**src/rtl/seg_disp_pkg.sv**
```systemverilog
// Shared types and constants for the scanned 7-segment display arbiter.
package seg_disp_pkg;

  typedef enum logic [0:0] {
    StIdle,
    StScan
  } state_e;

  localparam int unsigned DIGITS    = 8;
  localparam int unsigned DIGIT_W   = $clog2(DIGITS);
  localparam int unsigned SEG_W     = 8;
  localparam logic [SEG_W-1:0] SEG_BLANK = 8'h00;

  // One-hot digit enable for a digit index.
  function automatic logic [DIGITS-1:0] digit_onehot(input logic [DIGIT_W-1:0] d);
    return DIGITS'(1) << d;
  endfunction

endpackage

```
**src/rtl/seg_scan_tick.sv**
```systemverilog
// Digit-slot prescaler: counts SCAN_DIV clk cycles per slot.
// tick marks the last cycle of a slot; blank_window flags that the next
// cycle lies in the final quarter of a slot (used to blank registered outputs).
module seg_scan_tick #(
  parameter int unsigned SCAN_DIV = 100000
) (
  input  logic clk,
  input  logic rst,
  input  logic clear,
  output logic tick,
  output logic blank_window
);

  localparam int unsigned CntW = $clog2(SCAN_DIV);
  localparam logic [CntW-1:0] CntMax     = CntW'(SCAN_DIV - 1);
  localparam logic [CntW-1:0] BlankStart = CntW'(SCAN_DIV - SCAN_DIV / 4);

  logic [CntW-1:0] cnt_q, cnt_d;

  // Next count: hold at zero while cleared, wrap on tick.
  always_comb begin
    tick = (cnt_q == CntMax) && !clear;
    if (clear || tick) begin
      cnt_d = '0;
    end else begin
      cnt_d = cnt_q + 1'b1;
    end
    blank_window = (cnt_d >= BlankStart);
  end

  // Prescaler state.
  always_ff @(posedge clk) begin
    if (rst) begin
      cnt_q <= '0;
    end else begin
      cnt_q <= cnt_d;
    end
  end

endmodule

```
**src/rtl/seg_display_arbiter.sv**
```systemverilog
// Round-robin arbiter sharing an 8-digit scanned 7-segment display between
// two clients. The winner's frame is snapshotted at each frame boundary and
// scanned digit by digit; ownership only changes at frame boundaries.
// Optional macro SEG_ARB_BLANK_EN: blank bit_sel during the last quarter of
// every digit slot for anti-ghosting.
module seg_display_arbiter
  import seg_disp_pkg::*;
#(
  parameter int unsigned SCAN_DIV    = 100000,
  parameter int unsigned HOLD_FRAMES = 50
) (
  input  logic                    clk,
  input  logic                    rst,
  input  logic [1:0]              req,
  input  logic [DIGITS*SEG_W-1:0] frame0,
  input  logic [DIGITS*SEG_W-1:0] frame1,
  output logic [1:0]              gnt,
  output logic [DIGITS-1:0]       bit_sel,
  output logic [SEG_W-1:0]        seg_out,
  output logic                    frame_done
);

  localparam int unsigned HoldW = $clog2(HOLD_FRAMES + 1);

  state_e                    state_q, state_d;
  logic [1:0]                gnt_q, gnt_d;
  logic [DIGIT_W-1:0]        digit_q, digit_d;
  logic [HoldW-1:0]          hold_q, hold_d;
  logic                      last_q, last_d;
  logic [DIGITS*SEG_W-1:0]   shadow_q, shadow_d;
  logic [DIGITS-1:0]         bit_sel_q, bit_sel_d;
  logic [SEG_W-1:0]          seg_q, seg_d;
  logic                      done_q, done_d;

  logic tick;
  logic blank_window;
  logic boundary;
  logic owner;
  logic own_req;
  logic oth_req;
  logic win;

  seg_scan_tick #(
    .SCAN_DIV(SCAN_DIV)
  ) u_tick (
    .clk         (clk),
    .rst         (rst),
    .clear       (state_q == StIdle),
    .tick        (tick),
    .blank_window(blank_window)
  );

`ifndef SEG_ARB_BLANK_EN
  logic unused_blank;
  assign unused_blank = blank_window;
`endif

  // Arbitration, digit sequencing and next-state for registered outputs.
  always_comb begin
    state_d  = state_q;
    gnt_d    = gnt_q;
    digit_d  = digit_q;
    hold_d   = hold_q;
    last_d   = last_q;
    shadow_d = shadow_q;

    boundary = (state_q == StScan) && tick && (digit_q == DIGIT_W'(DIGITS - 1));
    owner    = gnt_q[1];
    own_req  = req[owner];
    oth_req  = req[~owner];
    // On a tie the client that was not granted last wins.
    win      = (req == 2'b11) ? ~last_q : req[1];

    unique case (state_q)
      StIdle: begin
        if (|req) begin
          state_d  = StScan;
          gnt_d    = win ? 2'b10 : 2'b01;
          last_d   = win;
          shadow_d = win ? frame1 : frame0;
          digit_d  = '0;
          hold_d   = '0;
        end
      end
      StScan: begin
        if (boundary) begin
          digit_d = '0;
          if (!own_req && !oth_req) begin
            state_d = StIdle;
            gnt_d   = 2'b00;
            hold_d  = '0;
          end else if (own_req && !oth_req) begin
            if (32'(hold_q) < HOLD_FRAMES) begin
              hold_d = hold_q + 1'b1;
            end
            shadow_d = owner ? frame1 : frame0;
          end else if (!own_req || (32'(hold_q) + 1 >= HOLD_FRAMES)) begin
            gnt_d    = ~gnt_q;
            last_d   = ~owner;
            hold_d   = '0;
            shadow_d = owner ? frame0 : frame1;
          end else begin
            hold_d   = hold_q + 1'b1;
            shadow_d = owner ? frame1 : frame0;
          end
        end else if (tick) begin
          digit_d = digit_q + 1'b1;
        end
      end
      default: state_d = StIdle;
    endcase

    if (state_d == StScan) begin
      bit_sel_d = digit_onehot(digit_d);
      seg_d     = shadow_d[{digit_d, 3'b000} +: SEG_W];
    end else begin
      bit_sel_d = '0;
      seg_d     = SEG_BLANK;
    end
`ifdef SEG_ARB_BLANK_EN
    if (blank_window) begin
      bit_sel_d = '0;
    end
`endif
    done_d = boundary;
  end

  // State and registered outputs.
  always_ff @(posedge clk) begin
    if (rst) begin
      state_q   <= StIdle;
      gnt_q     <= 2'b00;
      digit_q   <= '0;
      hold_q    <= '0;
      last_q    <= 1'b1;
      shadow_q  <= '0;
      bit_sel_q <= '0;
      seg_q     <= SEG_BLANK;
      done_q    <= 1'b0;
    end else begin
      state_q   <= state_d;
      gnt_q     <= gnt_d;
      digit_q   <= digit_d;
      hold_q    <= hold_d;
      last_q    <= last_d;
      shadow_q  <= shadow_d;
      bit_sel_q <= bit_sel_d;
      seg_q     <= seg_d;
      done_q    <= done_d;
    end
  end

  assign gnt        = gnt_q;
  assign bit_sel    = bit_sel_q;
  assign seg_out    = seg_q;
  assign frame_done = done_q;

endmodule

```
**config.mk**
```make
export PLATFORM = sky130hd
export DESIGN_NAME = seg_display_arbiter
export DESIGN_NICKNAME = d
export VERILOG_FILES = /design/src/rtl/seg_disp_pkg.sv /design/src/rtl/seg_scan_tick.sv /design/src/rtl/seg_display_arbiter.sv
export SDC_FILE = /design/constraint.sdc
export NUM_CORES = 1
export LEC_CHECK = 0
export BUFFER_PORTS_ARGS = -buffer_cell sky130_fd_sc_hd__buf_4
export CORE_MARGIN = 4
export CORE_UTILIZATION = 32
export CTS_CLUSTER_DIAMETER = 60
export DETAILED_ROUTE_END_ITERATION = 10
export PLACE_DENSITY_LB_ADDON = 0.2
export SLEW_MARGIN = 20
export SYNTH_ARGS = -nofsm -noshare
export SYNTH_HDL_FRONTEND = slang
export SYNTH_SLANG_ARGS = --single-unit
```
**constraint.sdc**
```tcl
create_clock -name clk -period 3.3 [get_ports clk]
set_input_delay 0.33 -clock clk [delete_from_list [all_inputs] [get_ports clk]]
set_output_delay 0.33 -clock clk [all_outputs]
set_load 0.03 [all_outputs]
```
# == Yosys cells after proc, flatten, opt, wreduce, memory -nomap -nowiden ==
# Cells that the tools add are included.
# word_totals
mem_bits_rw,0
reg_bits,111
inputBits,132
out_inout_bits,19
word_cells,93
latch_bits,0
n_memories,0
rom_bits,0
# classes
reduce_logical,15
order_cmp,4
mul,0
n_mux,42
shifts,2
div,0
n_bitwise,5
eq_ne,11
addsub,4
# ops
cell,n
64-bit 2-to-1 mux,8
64-bit case mux with 2 select lines,1
64-bit by 7-bit variable part select with 8-bit output,1
6-bit 2-to-1 mux,6
17-bit by 1-bit adder with 17-bit output (second input constant),1
17-bit == test (second input constant),1
1-bit 2-to-1 mux,13
2-bit 2-to-1 mux,6
6-bit case mux with 2 select lines,1
3-bit 2-to-1 mux,3
1-bit by 3-bit << shifter with 8-bit output (first input constant),1
6-bit by 1-bit adder with 7-bit output (second input constant),1
7-bit by 6-bit >= comparator with 1-bit output (second input constant),1
6-bit by 1-bit adder with 6-bit output (second input constant),1
6-bit less-than comparator (second input constant),1
2-bit inequality test (second input constant),3
3-bit case mux with 2 select lines,1
2-bit OR reduction,3
1-bit logical AND,5
5-bit AND reduction,1
1-bit by 2-bit less-than comparator with 1-bit output (second input constant),2
2-bit by 1-bit inequality test with 1-bit output (second input constant),2
4-bit by 3-bit inequality test with 1-bit output (second input constant),1
1-bit inverter,4
12 further kinds,15

# == Longest topological paths before layout ==
# Gate-level depths: netlist of the first run.
# depth
depth_word,10
ltp_mapped,13
ltp_nobuf,11

# == Hierarchy ==
# Synthesis of the first run repeated with hierarchy kept, for this count alone.
# unflattened
cells_unflattened,1061
hier_area_um2,8079.0
# by_module_without_submodules
mod,instances,area_per_inst_um2,seq_area_each_um2,cells_per_inst
seg_display_arbiter,1,7031.7,1881.8,939
seg_scan_tick,1,1047.3,340.3,122

# == Worst setup path after synthesis of the first run ==
# Ideal clock, no wire load.
# synth_timing
path_kind,register to register
from,register hold_q[1]
to,"register seg_q[3], in the netlist seg_out[3]"
setup_time_ns,0.140
required_time_ns,3.160
path_stages_with_launch,13
path_slack_ns,0.387
n_path_buf,1
arrival_ns,2.773
period_less_slack_ns,2.913
cell_sequence,dfxtp_1 inv_1 ha_1 or4b_4 a21oi_2 a211oi_2 a21oi_4 xnor2_4 buf_6 mux2i_1 o21ai_1 a221oi_1 o221ai_1
# synth_via
elab_chain_cells,9
# synth_rtl
item,line_no,rtl
start: declaration,seg_display_arbiter.sv:28,"logic [HoldW-1:0] hold_q, hold_d;"
start signal: assignment,seg_display_arbiter.sv:144,hold_q <= hold_d;
6-bit by 1-bit adder with 7-bit output,seg_display_arbiter.sv:97,end else if (!own_req || (32'(hold_q) + 1 >= HOLD_FRAMES)) begin
7-bit by 6-bit >= comparator with 1-bit output,seg_display_arbiter.sv:97,
1-bit logical OR,seg_display_arbiter.sv:97,
64-bit 2-to-1 mux,seg_display_arbiter.sv:97,
64-bit 2-to-1 mux,seg_display_arbiter.sv:92,end else if (own_req && !oth_req) begin
64-bit 2-to-1 mux,seg_display_arbiter.sv:88,if (!own_req && !oth_req) begin
64-bit 2-to-1 mux,seg_display_arbiter.sv:86,if (boundary) begin
64-bit case mux with 2 select lines,seg_display_arbiter.sv:74,unique case (state_q)
64-bit by 7-bit variable part select with 8-bit output,seg_display_arbiter.sv:115,"seg_d = shadow_d[{digit_d, 3'b000} +: SEG_W];"
end signal: assignment,seg_display_arbiter.sv:148,seg_q <= seg_d;
end: declaration,seg_display_arbiter.sv:32,"logic [SEG_W-1:0] seg_q, seg_d;"
# Every way passes these cells.
# A chain may end at the register's enable or synchronous reset.

# == Worst setup path in the final report of the first run ==
# layout_timing
from,register hold_q[1]
to,"register seg_q[1], in the netlist seg_out[1]"
# Same word-level chain as after synthesis.

==> results of run 1 <==
==> worst paths after layout <==
kind                            slack, ns         endpoint       startpoint
worst min-delay path                 0.24     shadow_q[62]       frame0[62]
worst min register to register       0.47  u_tick.cnt_q[0]  u_tick.cnt_q[0]
worst max register to register       0.15       seg_out[1]        hold_q[1]
worst max-delay path                 0.15       seg_out[1]        hold_q[1]
==> repair_timing <==
item / 4_1_cts / 5_1_grt
endpoints found under the setup margin: 0 / 14
resized for setup: 0 / 3
buffers inserted: 0 / 8
==> area by class of cell <==
class	count	area [sq um]
well taps	319	399
clock inverters	7	70.1
clock buffers	9	225
repair buffers	211	1640
multi-input cells	828	5190
flip-flops and latches	111	2230
inverters	17	63.8
fillers	2475	13900
==> logic make-up (layout without fill, tap and decap cells) <==
family	Yosys count	after routing
DFF	111	111
AOI/OAI and AO/OA	422	422
xor gates and xnor gates	15	15
and+or+nand+nor	344	344
buffers and inverters	107	244
muxes	42	42
adders and majority gates	5	5
==> routing by layer <==
layer | global-route usage | share of wire | vias to the layer above
met2 | 0.342 | 0.45 | 422
met5 | 0 | 0 | -
met4 | 0.0747 | 0.027 | 0
met3 | 0.0314 | 0.077 | 47
met1 | 0.315 | 0.45 | 4339
li1 | - | - | 4265
==> synth_stat cells (6+ instances only) <==
| library cell | n |
|---|---|
| a21oi_1 | 85 |
| o211ai_1 | 15 |
| nand2_1 | 127 |
| mux2_2 | 6 |
| and3_1 | 6 |
| nand2b_1 | 8 |
| o21a_1 | 6 |
| or3_1 | 6 |
| o22ai_1 | 7 |
| clkbuf_1 | 71 |
| a31oi_1 | 8 |
| nand4_1 | 8 |
| a22oi_1 | 29 |
| a211oi_1 | 22 |
| o21ai_0 | 76 |
| dfxtp_1 | 111 |
| and2_1 | 6 |
| a221oi_1 | 112 |
| xor2_1 | 12 |
| nand3_1 | 19 |
| nor2_1 | 122 |
| nor2b_1 | 8 |
| buf_1 | 9 |
| a221o_1 | 6 |
| mux2i_1 | 35 |
| buf_2 | 6 |
| nor3_1 | 15 |
| inv_1 | 17 |
==> power groups by stage <==
| stage | clock network (mW) | logic, mW | registers (mW) |
|---|---|---|---|
| after floorplan | 0 | 0.684 | 1.53 |
| after global placement | 0 | 1.14 | 1.53 |
| after detailed placement | 0 | 1.14 | 1.53 |
| after CTS | 1.17 | 1.15 | 1.50 |
| after global routing | 1.21 | 1.29 | 1.51 |
| final | 1.14 | 1.19 | 1.50 |
==> layout by cell type, fill, tap and decap left out, types with 21 or more instances in the layout <==
cell type and instances:
o21ai_0 76, buf_4 206, mux2i_1 34, a21oi_1 85
dfxtp_1 109, a211oi_1 21, nand2_1 127, a221oi_1 112
nor2_1 118, a22oi_1 29
==> metrics by stage <==
| step | std cells | cell area [sq um] | worst slack (ns) | power [mW] |
|---|---|---|---|---|
| 4_1_cts | 1494 | 9750 | 0.116 | 3.81 |
| 6_report | 1502 | 9820 | 0.155 | 3.83 |
| 3_3_place_gp | 1478 | 9450 | 0.230 | 2.66 |
| 3_5_place_dp | 1478 | 9450 | 0.145 | 2.67 |
| 2_1_floorplan | 1046 | 7800 | 0.387 | 2.21 |
| 5_1_grt | 1502 | 9820 | 0.0128 | 4.01 |
==> critical path: stages (launching register included) <==
cell,delay [ns]
dfxtp_2,0.39
inv_1,0.06
ha_1,0.32
or4b_4,0.47
a21oi_2,0.16
a211oi_2,0.07
a21oi_4,0.22
xnor2_4,0.26
buf_4,0.21
mux2_4,0.29
mux2i_1,0.18
o32ai_1,0.13
a311o_1,0.29
==> state kept, by name (all words and copies together), names as in the netlist <==
signal / cells
shadow_q: 64
u_tick.cnt_q: 17
bit_sel: 8
seg_out: 8
hold_q: 6
digit_q: 3
gnt: 2
frame_done: 1
last_q: 1
state_q: 1
==> flow_metrics.env, run 1 <==
export IMPL_core_area_sq_um=23800
export IMPL_timing_hold_ws_ns=0.243
export IMPL_numCtsBuffers=9
export IMPL_crit_type="flop to flop"
export IMPL_synth_top_area_cell="dfxtp_1"
export IMPL_fin_tns_setup_ns=0
export IMPL_clock_path_buffers=2
export IMPL_antenna_found_initial=0
export IMPL_syn_area_sq_um=7800
export IMPL_seqPwrFrac=0.391
export IMPL_grt_pass1_wl_um=47100
export IMPL_start_util=0.328
export IMPL_synthDistinctLibCells=69
export IMPL_areaGrowthSynthToFinish_pct=25.9
export IMPL_wl_per_cell_um=20.7
export IMPL_yosys_area_share_simple=0.196
export IMPL_syn_inst=1046
export IMPL_arrival_ns=3.40
export IMPL_skew_ns=0.0130
export IMPL_syn_area_per_cell_sq_um=7.46
export IMPL_avgViaCountPerCell=6.04
export IMPL_async_flop_share=0
export IMPL_path_max_fanout=13
export IMPL_rsz0062_at_grt="false"
export IMPL_rows=56
export IMPL_cp_data_required_time_ns=3.55
export IMPL_diodes=0
export IMPL_synth_xor_area_share=0.0192
export IMPL_track_usage=0.221
export IMPL_gp_congestion=0.855
export IMPL_hold_buffers=0
export IMPL_synth_top_family_by_area="compound AO/OA/AOI/OAI gates"
export IMPL_slew_violations=0
export IMPL_status="finished, final reports clean"
export IMPL_finalCoreUtilization=0.413
export IMPL_drtIter0Drc=976
export IMPL_switching_share=0.340
export IMPL_synth_warnings=0
export IMPL_relSlewSlack=0.399
export IMPL_ys_flop_type="dfxtp_1"
export IMPL_cts_sinks=111
export IMPL_clkLatencyLatePin_ns=0.37
export IMPL_synthAdderAreaFrac=0.00802
export IMPL_cap_violations=0
export IMPL_drc=0
export IMPL_hold_path_class="primary input to flop"
export IMPL_cp_start_kind="flop"
export IMPL_synth_compound_area_frac=0.380
export IMPL_p_per_area_nw_per_um2=390
export IMPL_fp_dieW_um=164
export IMPL_synth_edff_count=0
export IMPL_min_period_ns=3.15
export IMPL_synth_top_cell_area_share=0.285
export IMPL_finalHoldViolCount=0
export IMPL_via_count=9073
export IMPL_wl_um=31100
export IMPL_p_sw_mw=1.30
export IMPL_drtAntennaViolNets=0
export IMPL_io_pins=151
export IMPL_synth_area_leaders="dfxtp_1 (28%), a221oi_1 (13%), nand2_1 (6.1%)"
export IMPL_period_share=0.953
export IMPL_synth_seq_cells=111
export IMPL_fin_nets=1315
export IMPL_p_int_mw=2.53
export IMPL_combPwrFrac=0.311
export IMPL_seq_area_frac_synth=0.285
export IMPL_synth_nets=1183
export IMPL_end_kind="flop"
export IMPL_place_hpwl_um=21400
export IMPL_drt_pass1_iterations=5
export IMPL_hold_depth=3
export IMPL_grt_overflow=0
export IMPL_pwr_share_clk=0.298
export IMPL_peakVddDrop_mv=0.266
export IMPL_die_height_um=164
export IMPL_synth_mux_area_frac=0.0555
export IMPL_worst_slew_pin_slew_ns=0.899
export IMPL_grt_pass1_vias=8291
export IMPL_cts_tree="done"
export IMPL_cts_root_buf="clkbuf_16"
export IMPL_numPortBuffers=150
export IMPL_grt_max_degree=108
export IMPL_p_leak_nw=3.83
export IMPL_dieArea_sq_um=26900
export IMPL_r2r_cells=12
export IMPL_setup_viol=0
export IMPL_clkTransAtPathRegs_ns=0.08
export IMPL_fmax_mhz=318
export IMPL_htree_levels=3
export IMPL_drive_above_1_share=0.216
Note: power is estimated with default switching activity, not from simulation.
==> run 2: changes to the inputs <==
Settings changed: REMOVE_ABC_BUFFERS from default to 1.
==> run 2 against run 1 <==
  * Sequential power hardly changed
  * Worst setup slack better by 0.081 ns
  * Highest routed layer unchanged
  * Critical path type unchanged
  * Largest cell class unchanged
  * Largest power group unchanged
  * Core utilization is 0.18 points higher
  * Maximum frequency is 2.6% higher
  * Sequential share of layout area is 0.10 points lower
  * Sequential cell count stayed put
  * Register-to-register slack better by 0.08 ns
  * Count of clock-buffer cells in the layout is 3 higher
==> flow_metrics.env, run 2 (synthesis results as in run 1) <==
export IMPL_total_power_mw=3.83
export IMPL_place_hpwl_um=21700
export IMPL_path_max_fanout=7
export IMPL_largest_reg_flops=64
export IMPL_period_share=0.929
export IMPL_clkTransAtPathRegs_ns=0.08
export IMPL_track_usage=0.223
export IMPL_relSlewSlack=0.450
export IMPL_grt_pass1_wl_um=47600
export IMPL_worst_slew_pin_slew_ns=0.824
export IMPL_skew_ns=0.00805
export IMPL_drtIter0Drc=945
export IMPL_drt_pass1_iterations=6
export IMPL_core_area_sq_um=23800
export IMPL_slowest_stage="mux2i_1"
export IMPL_via_count=8974
export IMPL_p_leak_nw=3.85
export IMPL_cts_root_buf="clkbuf_16"
export IMPL_clkLatencyLatePin_ns=0.36
export IMPL_p_sw_mw=1.31
export IMPL_clock_path_buffers=2
export IMPL_arrival_ns=3.32
export IMPL_status="finished, final reports clean"
export IMPL_slew_violations=0
export IMPL_min_period_ns=3.06
export IMPL_final_cell_mix="buf_4 (207), nand2_1 (127), nor2_1 (118), a221oi_1 (112), dfxtp_1 (109)"
export IMPL_top_register="shadow_q"
export IMPL_diodes=0
export IMPL_fp_dieW_um=164
export IMPL_avgViaCountPerCell=5.97
export IMPL_hold_path_class="primary input to flop"
export IMPL_fin_area_sq_um=9860
export IMPL_dp_slack_ns=0.00700
export IMPL_drtAntennaViolNets=0
export IMPL_gp_congestion=0.871
export IMPL_numCtsBuffers=9
export IMPL_antenna_found_initial=0
export IMPL_crit_type="flop to flop"
export IMPL_drive_above_1_share=0.218
export IMPL_wl_um=31100
export IMPL_hold_buffers=0
export IMPL_cp_data_required_time_ns=3.56
export IMPL_switching_share=0.343
export IMPL_grt_overflow=0
export IMPL_final_common_cell="buf_4"
export IMPL_critical_path_top_delay_family="simple AND/OR/NAND/NOR gates"
export IMPL_path_buf_inv=1
export IMPL_p_int_mw=2.52
export IMPL_cp_start_kind="flop"
export IMPL_wl_per_cell_um=20.7
export IMPL_rows=56
export IMPL_pwr_share_clk=0.300
export IMPL_cts_sinks=111
export IMPL_setup_ws_ns=0.235
export IMPL_place_area_sq_um=9490
export IMPL_end_kind="flop"
export IMPL_drc=0
export IMPL_dieArea_sq_um=26900
export IMPL_grt_pass1_vias=8277
export IMPL_cts_tree="done"
export IMPL_start_util=0.328
export IMPL_fin_nets=1316
export IMPL_numPortBuffers=150
export IMPL_areaGrowthSynthToFinish_pct=26.4
export IMPL_rsz0062_at_grt="false"
export IMPL_grt_max_degree=74
export IMPL_seqPwrFrac=0.391
export IMPL_fmax_mhz=326
export IMPL_io_pins=151
export IMPL_htree_levels=3
export IMPL_finalHoldViolCount=0
export IMPL_peakVddDrop_mv=0.247
export IMPL_combPwrFrac=0.309
export IMPL_p_per_area_nw_per_um2=389
export IMPL_die_height_um=164
export IMPL_largestRegisters="shadow_q (64), u_tick.cnt_q (17)"
export IMPL_cp_common_cell="and4_1"
export IMPL_setup_viol=0
export IMPL_max_stage_delay_ns=0.45
export IMPL_cap_violations=0
export IMPL_cp_cell_sequence="ha_1 -> and4_1 -> and4_1 -> mux2i_1 -> or2_2 -> nor3_2 -> buf_4 -> a32oi_1 -> nand3_1 -> a311o_1"
## run 2: changes by cell type in the layout (fill, tap and decap cells not counted), moves of 2 or more
cell and change:
clkinv_4 +2, clkinv_2 -3, clkbuf_8 +3, mux2i_4 +2
## run 2: path summary, 6_finish.rpt
kind / start / cells past startpoint / slack, ns / end
worst max-delay path: u_tick.cnt_q[0] / 10 / 0.24 / seg_out[1]
worst max register to register: u_tick.cnt_q[0] / 10 / 0.24 / seg_out[1]
worst min register to register: u_tick.cnt_q[0] / 1 / 0.46 / u_tick.cnt_q[0]
worst min-delay path: frame0[41] / 3 / 0.24 / shadow_q[41]
## run 2: tightest hold or removal path, stage by stage
cell and delay (ns):
buf_4 0.11, nand2_1 0.05, a221oi_1 0.06
## run 2: power by group through the flow
stage	clock network (mW)	logic [mW]	registers [mW]
after floorplan	0	0.606	1.56
after global placement	0	1.14	1.53
after detailed placement	0	1.15	1.53
after CTS	1.17	1.17	1.50
after global routing	1.23	1.28	1.51
final	1.15	1.19	1.50
## run 2: cell type report
cell class | count | area, sq um
inverters | 17 | 63.8
well taps | 319 | 399
multi-input cells | 828 | 5220
repair buffers | 212 | 1650
flip-flops and latches | 111 | 2230
clock buffers | 12 | 267
fillers | 2491 | 13900
clock inverters | 4 | 35.0
## run 2: metrics by stage
step | std cells | TNS, ns | hold WS [ns] | utilization
2_1_floorplan | 956 | -157.29 | 0.396 | -
3_3_place_gp | 1483 | 0 | 0.442 | 0.399
3_5_place_dp | 1483 | 0 | 0.447 | 0.399
4_1_cts | 1503 | 0 | 0.234 | 0.414
5_1_grt | 1503 | 0 | 0.241 | 0.415
6_report | 1503 | 0 | 0.243 | 0.415
## run 2: layer usage
metal | GRT usage | part of all wire | vias up | routed length [um]
met2 | 0.343 | 0.45 | 408 | 14000
met1 | 0.324 | 0.45 | 4254 | 14100
met4 | 0.0686 | 0.021 | 0 | 646
met3 | 0.0276 | 0.075 | 39 | 2330
met5 | 0 | 0 | - | 0
li1 | - | - | 4273 | -
## run 2: what timing repair did
item | 4_1_cts | 5_1_grt
endpoints found under the setup margin | 2 | 7
pin swaps | 1 | 0
setup buffers | 4 | 0
gates resized for setup | 0 | 5
==> run 3: changes to the inputs <==
Settings changed: GPL_TIMING_DRIVEN from default to 0.
==> run 3 against run 2 <==
  * Combinational power rose by 5%
  * Sequential cell count did not move
  * Count of clock-buffer cells in the layout fell by 2
  * Clock power barely moved
  * Die area did not move
  * Global-route usage fell by 0.41 points
  * First-iteration DRC count rose by 4.6%
  * Sequential power barely moved
  * Core utilization rose by 0.95 points
  * Worst setup slack got worse by 0.12 ns
  * Worst hold slack got worse by 0.010 ns
  * Register-to-register slack got worse by 0.12 ns
  * Highest routed layer unchanged
==> flow_metrics.env, run 3 (synthesis results as in run 1) <==
export IMPL_via_count=8990
export IMPL_dieArea_sq_um=26900
export IMPL_grt_pass1_wl_um=46700
export IMPL_drtIter0Drc=988
export IMPL_wl_um=31100
export IMPL_grt_overflow=0
export IMPL_io_pins=151
export IMPL_relSlewSlack=0.339
export IMPL_p_per_area_nw_per_um2=385
export IMPL_grt_max_degree=80
export IMPL_timing_hold_ws_ns=0.232
export IMPL_dp_slack_ns=-0.854
export IMPL_final_cell_mix="buf_4 (171), nand2_1 (126), nor2_1 (116), a221oi_1 (112), dfxtp_1 (108)"
export IMPL_cp_start_kind="flop"
export IMPL_nFillCells=2413
export IMPL_htree_levels=3
export IMPL_drtAntennaViolNets=0
export IMPL_areaGrowthSynthToFinish_pct=29.3
export IMPL_largest_reg_flops=64
export IMPL_antenna_found_initial=0
export IMPL_cp_cell_sequence="inv_1 -> ha_1 -> or4b_4 -> a21oi_4 -> a211oi_4 -> a21oi_4 -> xnor2_4 -> clkbuf_16 -> mux2_4 -> mux2i_2 -> o32ai_1 -> a311o_1"
export IMPL_path_buf_inv=2
export IMPL_rows=56
export IMPL_final_common_cell="buf_4"
export IMPL_worst_slew_pin_slew_ns=0.991
export IMPL_p_leak_nw=3.86
export IMPL_finalHoldViolCount=0
export IMPL_arrival_ns=3.45
export IMPL_clock_path_buffers=2
export IMPL_r2r_cells=12
export IMPL_cts_tree="done"
export IMPL_critical_path_top_delay_family="compound AO/OA/AOI/OAI gates"
export IMPL_hold_buffers=0
export IMPL_min_period_ns=3.19
export IMPL_fp_dieW_um=164
export IMPL_fmax_mhz=314
export IMPL_hold_path_class="primary input to flop"
export IMPL_avgViaCountPerCell=6.05
export IMPL_setup_ws_ns=0.111
export IMPL_slew_violations=0
export IMPL_top_register="shadow_q"
export IMPL_clkLatencyLatePin_ns=0.37
export IMPL_drc=0
export IMPL_fin_tns_setup_ns=0
export IMPL_cap_violations=0
export IMPL_critical_path_depth=12
export IMPL_cp_data_required_time_ns=3.57
export IMPL_drt_pass1_iterations=6
export IMPL_seq_area_sq_um=2230
export IMPL_total_power_mw=3.88
export IMPL_wl_per_cell_um=20.9
export IMPL_setup_viol=0
export IMPL_skew_ns=0.0130
export IMPL_period_share=0.966
export IMPL_place_hpwl_um=21000
export IMPL_diodes=0
export IMPL_slowest_stage="or4b_4"
export IMPL_largestRegisters="shadow_q (64), u_tick.cnt_q (17)"
export IMPL_max_stage_delay_ns=0.49
export IMPL_status="finished, final reports clean"
export IMPL_core_area_sq_um=23800
export IMPL_fin_nets=1299
export IMPL_numCtsBuffers=9
export IMPL_crit_type="flop to flop"
export IMPL_cts_root_buf="clkbuf_16"
export IMPL_gp_congestion=0.827
export IMPL_clkTransAtPathRegs_ns=0.09
export IMPL_numPortBuffers=150
export IMPL_hold_depth=3
export IMPL_grt_pass1_vias=8126
export IMPL_track_usage=0.219
export IMPL_die_height_um=164
export IMPL_peakVddDrop_mv=0.218
export IMPL_start_util=0.328
export IMPL_cp_common_cell="a21oi_4"
export IMPL_end_kind="flop"
export IMPL_multiInputGateArea_sq_um=5330
export IMPL_drive_above_1_share=0.225
export IMPL_cts_sinks=111
export IMPL_path_max_fanout=7
[run 3: changes by cell type in the layout (fill, tap and decap cells not counted), sizes merged]
cell	before	now
clkbuf	12	11
inv	19	20
clkinvlp	0	1
buf	212	194
[run 3: area by class of cell]
class	count	share of cell area
Clock buffer	10	0.0227
Clock inverter	6	0.00620
Inverter	17	0.00670
Multi-Input combinational cell	828	0.528
Sequential cell	111	0.221
Tap cell	319	0.0396
Timing Repair Buffer	195	0.175
[run 3: power breakdown]
group          internal (mW)  switching, mW
clock                  0.537          0.593
sequential              1.43         0.0704
combinational          0.552          0.696
[run 3: final timing paths]
| kind | startpoint | to | slack [ns] |
|---|---|---|---|
| min reg2reg | u_tick.cnt_q[0] | u_tick.cnt_q[0] | 0.47 |
| max | hold_q[1] | seg_out[1] | 0.11 |
| min | frame0[41] | shadow_q[41] | 0.23 |
| max reg2reg | hold_q[1] | seg_out[1] | 0.11 |
[run 3: worst register-to-register path, stage by stage (launching register included)]
cell and delay, ns:
dfxtp_4 0.38, inv_1 0.05, ha_1 0.32, or4b_4 0.49, a21oi_4 0.19, a211oi_4 0.09
a21oi_4 0.22, xnor2_4 0.19, clkbuf_16 0.23, mux2_4 0.30, mux2i_2 0.20, o32ai_1 0.13
a311o_1 0.29
[run 3: routing by layer]
metal	routed length (um)	GRT usage	part of all wire	vias to the layer above
met2	14400	0.349	0.46	345
li1	-	-	-	4248
met3	2450	0.0402	0.079	34
met4	580	0.0526	0.019	0
met5	0	0	0	-
met1	13700	0.306	0.44	4363
[run 3: stage by stage]
step / util / cell area (sq um) / cells
6_report: 0.425 / 10100 / 1486
2_1_floorplan: - / 7420 / 956
3_5_place_dp: 0.396 / 9420 / 1443
3_3_place_gp: 0.377 / 8950 / 1425
4_1_cts: 0.416 / 9890 / 1471
5_1_grt: 0.425 / 10100 / 1486
[run 3: what timing repair did]
action	in CTS	in global routing
buffers inserted	12	14
gates resized for setup	11	18
pin swaps	4	5
cloned	0	1
setup endpoints to repair	55	14
